$ cat src/rtl/negate_share_arbiter.sv
// negate_share_arbiter: shares one two's-complement negate stage among
// NUM_REQ valid/ready requesters using round-robin arbitration.
//
// Ports:
//   clk, rst_n        clock and asynchronous active-low reset
//   in_data/in_valid  packed per-requester operands and their valids
//   in_ready          one-hot operand accept toward the granted requester
//   out_data          shared result bus (registered negated operand)
//   out_valid         one-hot result valid toward the owning requester
//   out_ready         per-requester result accept
//   done_count        completed result handshakes, wraps at 16 bits
module negate_share_arbiter #(
    parameter int WIDTH   = 32,
    parameter int NUM_REQ = 4,
    parameter int TAG_W   = 2
) (
    input  logic                       clk,
    input  logic                       rst_n,
    input  logic [NUM_REQ*WIDTH-1:0]   in_data,
    input  logic [NUM_REQ-1:0]         in_valid,
    output logic [NUM_REQ-1:0]         in_ready,
    output logic [WIDTH-1:0]           out_data,
    output logic [NUM_REQ-1:0]         out_valid,
    input  logic [NUM_REQ-1:0]         out_ready,
    output logic [15:0]                done_count
);

    typedef enum logic {
        EMPTY = 1'b0,
        FULL  = 1'b1
    } state_t;

    state_t             state;
    state_t             state_d;
    logic [TAG_W-1:0]   ptr;
    logic [TAG_W-1:0]   res_tag;
    logic [WIDTH-1:0]   res_data;
    logic [WIDTH-1:0]   ops [NUM_REQ];

    logic               gnt_found;
    logic [TAG_W-1:0]   gnt_idx;
    logic               res_hs;
    logic               can_accept;
    logic               accept;

    for (genvar i = 0; i < NUM_REQ; i++) begin : g_ops
        assign ops[i] = in_data[i*WIDTH +: WIDTH];
    end

    // Scan from the highest offset down so the lowest offset from ptr wins.
    always_comb begin
        int j;
        j         = 0;
        gnt_found = 1'b0;
        gnt_idx   = '0;
        for (int k = NUM_REQ - 1; k >= 0; k--) begin
            j = int'(ptr) + k;
            if (j >= NUM_REQ) begin
                j = j - NUM_REQ;
            end
            if (in_valid[j]) begin
                gnt_found = 1'b1;
                gnt_idx   = TAG_W'(j);
            end
        end
    end

    // A new operand may be taken when the result register is empty or is
    // being drained this very cycle, which gives one result per cycle.
    assign res_hs     = (state == FULL) && out_ready[res_tag];
    assign can_accept = rst_n && ((state == EMPTY) || res_hs);
    assign accept     = can_accept && gnt_found;

    always_comb begin
        in_ready  = '0;
        out_valid = '0;
        state_d   = state;
        if (accept) begin
            in_ready = NUM_REQ'(1) << gnt_idx;
        end
        if (state == FULL) begin
            out_valid = NUM_REQ'(1) << res_tag;
        end
        unique case (state)
            EMPTY: begin
                if (accept) begin
                    state_d = FULL;
                end
            end
            FULL: begin
                if (res_hs && !accept) begin
                    state_d = EMPTY;
                end
            end
            default: state_d = EMPTY;
        endcase
    end

    assign out_data = res_data;

    always_ff @(posedge clk or negedge rst_n) begin
        if (!rst_n) begin
            state      <= EMPTY;
            ptr        <= '0;
            res_tag    <= '0;
            res_data   <= '0;
            done_count <= '0;
        end else begin
            state <= state_d;
            if (res_hs) begin
                done_count <= done_count + 16'd1;
            end
            if (accept) begin
                res_data <= -ops[gnt_idx];
                res_tag  <= gnt_idx;
                if (gnt_idx == TAG_W'(NUM_REQ - 1)) begin
                    ptr <= '0;
                end else begin
                    ptr <= gnt_idx + 1'b1;
                end
            end
        end
    end

endmodule

$ cat config.mk
export PLATFORM = sky130hd
export DESIGN_NAME = negate_share_arbiter
export DESIGN_NICKNAME = d
export VERILOG_FILES = /design/src/rtl/negate_share_arbiter.sv
export SDC_FILE = /design/constraint.sdc
export NUM_CORES = 1
export LEC_CHECK = 0
export BUFFER_PORTS_ARGS = -buffer_cell sky130_fd_sc_hd__clkbuf_2
export CORE_MARGIN = 1.5
export CORE_UTILIZATION = 30
export DETAILED_ROUTE_END_ITERATION = 7
export SYNTH_ARGS = -nofsm -noshare
export SYNTH_HDL_FRONTEND = slang
export SYNTH_SLANG_ARGS = --single-unit
$ cat constraint.sdc
create_clock -name clk -period 4.12 [get_ports clk]
set_clock_uncertainty 0.1 [all_clocks]
set_input_delay 0.824 -clock clk [delete_from_list [all_inputs] [get_ports clk]]
set_output_delay 0.824 -clock clk [all_outputs]
set_load 0.005 [all_outputs]
# [Word level (Yosys, flattened, before mapping)]
# Index checks and enable logic that the tools add are counted.
# W data, S select, Z words.
[classes] addsub=10 order_cmp=10 n_eq_ne=1 shifts=2 mux=35 bitwise_logic=2 reduce_logical=6
[op_table] cell="$mux W32" n=6
[op_table] cell="$lt A32 B4 Y1 const B" n=4
[op_table] cell="$bmux W32 S2" n=1
[op_table] cell="$neg A32 Y32" n=1
[op_table] cell="$add A16 B1 Y16 const B" n=1
[op_table] cell="$mux W1" n=15
[op_table] cell="$ge A3 B3 Y1 const B" n=4
[op_table] cell="$sub A3 B3 Y4 const B" n=3
[op_table] cell="$bmux W1 S2" n=5
[op_table] cell="$mux W2" n=5
[op_table] cell="$mux W4" n=2
[op_table] cell="$shl A1 B2 Y4 const A" n=2
[op_table] cell="$add A2 B2 Y3 const B" n=2
[op_table] cell="$logic_and A1 B1 Y1" n=4
[op_table] cell="$sub A2 B3 Y4 const B" n=1
[op_table] cell="$add A2 B1 Y3 const B" n=1
[op_table] cell="$ge A2 B3 Y1 const B" n=1
[op_table] cell="$lt A2 B3 Y1 const B" n=1
[op_table] cell="$not A2 Y3" n=1
[op_table] cell="$add A2 B1 Y2 const B" n=1
[op_table] cell="$eq A2 B2 Y1 const B" n=1
[op_table] cell="$pmux W1 S2" n=1
[op_table] cell="$logic_not A1 Y1" n=1
[op_table] cell="$logic_or A1 B1 Y1" n=1
[op_table] cell="$not A1 Y1" n=1
[word_totals] ff_bits=53 input_bits=138

# [Longest topological paths before layout]
[logic_depth] word_depth=15 mapped_depth=16 mapped_depth_nobuf=14

# [Worst setup path before layout]
# OpenSTA, ideal clock, no wires.
[synth_timing] path_type="input port to flip-flop" startpoint="input in_valid[1]" endpoint="register res_data[26] (netlist: out_data[26])" setup_time_ns=0.095 arrival_ns=3.489 path_slack_ns=0.435 stages=16 path_cell_list="nor3b_2 > a211o_2 > and2_4 > buf_12 > inv_4 > buf_6 > a211oi_1 > or2_2 > ha_1 > inv_1 > a2111oi_0 > a22o_2 > nand4_4 > or2_1 > o31a_1 > o31ai_1"
[synth_between] elab_chain_len=12 word_cells_on_any_way=26 cone_classes="1 x add/sub; 23 x mux; 1 x bitwise; 1 x reduce/logical"
[synth_rtl] element="from (decl)" line_no="20" source="input logic [NUM_REQ-1:0] in_valid,"
[synth_rtl] element="$bmux W1 S2" line_no="61" source="if (in_valid[j]) begin"
[synth_rtl] element="$mux W1 (implied by the code) (2 in series)" line_no="61"
[synth_rtl] element="$mux W2 (4 in series)" line_no="61"
[synth_rtl] element="$not A2 Y3 (implied by the code)" line_no="114" source="res_data <= -ops[gnt_idx];"
[synth_rtl] element="$bmux W32 S2" line_no="114"
[synth_rtl] element="$mux W32 (implied by the code) (2 in series)" line_no="114"
[synth_rtl] element="$neg A32 Y32" line_no="114"
[synth_rtl] element="to (signal assigned)" line_no="114"
[synth_rtl] element="to (decl)" line_no="37" source="logic [WIDTH-1:0] res_data;"
# Parallel ways exist; a longest one is shown, timed or not. The select of a mux whose other input is x is not followed.
# A chain may end at the register's enable or synchronous reset.

# [Worst setup path after layout]
[layout_timing] startpoint="input in_valid[3]" endpoint="register res_data[26] (netlist: out_data[26])"
# Same word-level chain as after synthesis.

==> summary.log <==
qor: status.status finished, final reports clean
qor: detailed_routing.wl_met3 939 um
qor: detailed_routing.drt-total-wl 13.9 mm
qor: timing.timing_hold_violations_final 0
qor: place.placed_cells_incl_taps 840
qor: worst_setup_path.required 4210 ps
qor: floorplanning.die_area 0.0150 mm^2
qor: logic_synthesis.yosysUniqueCellTypes 68
qor: logic_synthesis.synth_seq_area_share 31.0%
qor: clock_network.h-tree-depth 2
qor: hold_path.worst_hold_path_type input port to asynchronous set/reset pin
qor: logic_synthesis.synth.top_cells.by_area sky130_fd_sc_hd__dfrtp_1 (31%), sky130_fd_sc_hd__nand2_1 (6.7%), sky130_fd_sc_hd__and3_1 (6.3%)
qor: logic_synthesis.async_flop_share 100%
qor: power_and_ir_drop.cellLeakagePower 2.74 nW
qor: layout.mostFrequentLayoutCells sky130_fd_sc_hd__clkbuf_2 (193), sky130_fd_sc_hd__nand2_1 (77), sky130_fd_sc_hd__dfrtp_1 (53)
qor: global_routing.track_usage 18.4%
qor: timing.whs 280 ps
qor: floorplanning.die_w 123 um
qor: layout.fillers 1419
qor: worst_setup_path.worst-path-max-fanout 12
qor: timing.finalSetupTns 0 ps
qor: floorplanning.die_y 123 um
qor: logic_synthesis.synth_warnings 0
qor: timing.finalSetupViolations 0
qor: layout.finish.cell_count_without_fillers 848
qor: global_routing.via_count_of_the_first_global_routing_pass 4277
qor: timing.worst_pin_slew 582 ps
qor: power_and_ir_drop.max-vdd-ir-drop 0.000232 V
qor: detailed_routing.ant_nets 0
qor: timing.setup_slack 371 ps
qor: floorplanning.ios 194
qor: timing.slew_headroom 61.0%
qor: logic_synthesis.post-synth-top-area-cell sky130_fd_sc_hd__dfrtp_1
qor: logic_synthesis.post_synth.cell_area_avg 8.80 um^2
qor: logic_synthesis.ys_dominant_reg_cell sky130_fd_sc_hd__dfrtp_1
qor: logic_synthesis.synth_seq_cells 53
qor: power_and_ir_drop.powerDensity 603 mW/mm^2
qor: floorplanning.num_rows 43
qor: floorplanning.fp.coreArea 0.0139 mm^2
qor: layout.fraction_of_final_layout_cells_sized_beyond_drive_strength_1 40.3%
qor: place.placed_area 0.00535 mm^2
qor: detailed_routing.post_drt_wl_per_cell 16.3 um
qor: detailed_routing.routed_via_density 5.19
qor: timing.rsz0062_at_grt no
qor: clock_network.ctsResizeCount 0
qor: worst_setup_path.critical_path_class input port to flip-flop
qor: detailed_routing.detailroute.wirelength.met2 6.42 mm
qor: timing.min_period_over_period 91.0%
qor: global_routing.grt_start_max_net_pins 48
qor: layout.utilization 39.7%
qor: layout.final_area 0.00553 mm^2
qor: clock_network.clock_tree.root_cell sky130_fd_sc_hd__clkbuf_16
qor: layout.finish.net_count 811
qor: logic_synthesis.postSynthNetCount 631
qor: clock_network.cts.sinks 53
qor: worst_setup_path.cp-start-kind input port
qor: layout.area.growth.synth_to_final 29.0%
qor: worst_setup_path.crit_arrival 3840 ps
qor: place.dp_slack 111 ps
qor: detailed_routing.wl_met1 6.32 mm
qor: clock_network.clock_path_buffers 2
qor: clock_network.clock_pin_slew_of_the_registers_on_the_worst_case_setup_and_hold_paths 70 ps
qor: worst_setup_path.critical_path.endpoint_type flip-flop
qor: logic_synthesis.synthesis.instances 487
qor: detailed_routing.vias 4400
qor: detailed_routing.drt-pass1-iter-count 4
qor: clock_network.worstSkewPairLatency 290 ps
qor: global_routing.grt_pass1_wl 21.6 mm
qor: job.max_cap_viols 0
qor: logic_synthesis.synth-edff-count 0
qor: timing.maxSlewViolCount 0
qor: logic_synthesis.netlist_area 0.00428 mm^2
qor: layout.multi_input_logic_area 0.00272 mm^2
qor: place.detailed_place_hpwl 11.4 mm
qor: clock_network.tritoncts done
qor: floorplanning.initial_utilization 30.7%
qor: detailed_routing.drtIter0Drc 322
qor: global_routing.gr-total-overflow 0
qor: place.buffer_ports.inserted 193
qor: layout.layout.area.seq 0.00133 mm^2
qor: detailed_routing.highest_layer met4
qor: global_routing.antenna_violations_before_repair 0
qor: logic_synthesis.synth_top_cell_area_share 31.0%
qor: power_and_ir_drop.p_total 3.33 mW
qor: worst_setup_path.reg2reg_slack 550 ps
qor: clock_network.holdBufCountCts 0
qor: timing.post-route-min-period 3750 ps
qor: place.gp_routability_congestion 0.856
qor: layout.final_common_cell sky130_fd_sc_hd__clkbuf_2
qor: clock_network.postCtsSetupRepairBufs 0
qor: timing.max_freq 0.267 GHz
qor: layout.antennaDiodeCount 0
qor: detailed_routing.detail_route.drc_violations 0
qor: clock_network.numCtsBuffers 5
[flip-flops by register name (all words and copies together) (netlist names)]
signal	flops
res_tag	2
state	1
ptr	2
out_data	32
done_count	16
[logic make-up after synthesis]
family	Yosys count	synth area share [%]
fa+ha+maj	6	1.75
compound gates	118	20.8
xor+xnor	28	5.72
buf+inv	37	5.75
simple gates	224	29.7
flops	53	31.0
mux	21	5.32
[layout make-up]
type	count	area share, %
inverters	5	0.475
repair buffers	205	19.1
well taps	180	4.08
clock buffers	6	2.51
multi-input cells	397	49.2
flip-flops and latches	53	24.0
clock inverters	2	0.679
[final timing paths]
check | start | depth (start not counted) | to
worst max-delay path | in_valid[3] | 14 | out_data[26]$_DFFE_PN0P_
worst min-delay path | rst_n | 1 | out_data[2]$_DFFE_PN0P_
worst max register to register | ptr[1]$_DFFE_PN0P_ | 14 | out_data[26]$_DFFE_PN0P_
worst min register to register | out_data[21]$_DFFE_PN0P_ | 2 | out_data[21]$_DFFE_PN0P_
max in group asynchronous | rst_n | 2 | state$_DFF_PN0_
min in group clk | out_data[21]$_DFFE_PN0P_ | 2 | out_data[21]$_DFFE_PN0P_
[worst max-delay path: stages]
cell	delay, ps
sky130_fd_sc_hd__clkbuf_2	110
sky130_fd_sc_hd__nand2b_1	150
sky130_fd_sc_hd__a211o_2	420
sky130_fd_sc_hd__and3_1	210
sky130_fd_sc_hd__a211oi_1	240
sky130_fd_sc_hd__or2_2	180
sky130_fd_sc_hd__ha_1	180
sky130_fd_sc_hd__inv_1	60
sky130_fd_sc_hd__a2111oi_1	300
sky130_fd_sc_hd__a22o_2	300
sky130_fd_sc_hd__nand4_4	160
sky130_fd_sc_hd__or2_1	270
sky130_fd_sc_hd__o31a_1	240
sky130_fd_sc_hd__o31ai_1	180
[power by group]
group | switching [mW] | total [mW] | internal [mW]
combinational | 1.14 | 1.95 | 0.811
sequential | 0.165 | 0.894 | 0.729
clock | 0.184 | 0.487 | 0.303
total | 1.49 | 3.33 | 1.84
[cell usage after synthesis (9+ instances only)]
library cell / count
sky130_fd_sc_hd__dfrtp_1: 53
sky130_fd_sc_hd__or2_2: 11
sky130_fd_sc_hd__and3_1: 43
sky130_fd_sc_hd__clkbuf_1: 17
sky130_fd_sc_hd__o21ai_0: 16
sky130_fd_sc_hd__a21oi_1: 16
sky130_fd_sc_hd__nand2_1: 77
sky130_fd_sc_hd__mux2i_1: 16
sky130_fd_sc_hd__nor2_1: 19
sky130_fd_sc_hd__nand3_1: 12
sky130_fd_sc_hd__xor2_1: 9
sky130_fd_sc_hd__a211oi_1: 25
sky130_fd_sc_hd__o31ai_1: 11
sky130_fd_sc_hd__xnor2_1: 19
[layer usage]
| layer | global-route usage, % | vias to the layer above |
|---|---|---|
| li1 | - | 2153 |
| met1 | 25.2 | 2066 |
| met2 | 30.8 | 169 |
| met3 | 2.56 | 12 |
| met4 | 4.14 | 0 |
| met5 | 0 | - |
No activity file was read; power rests on OpenSTA's default activity.
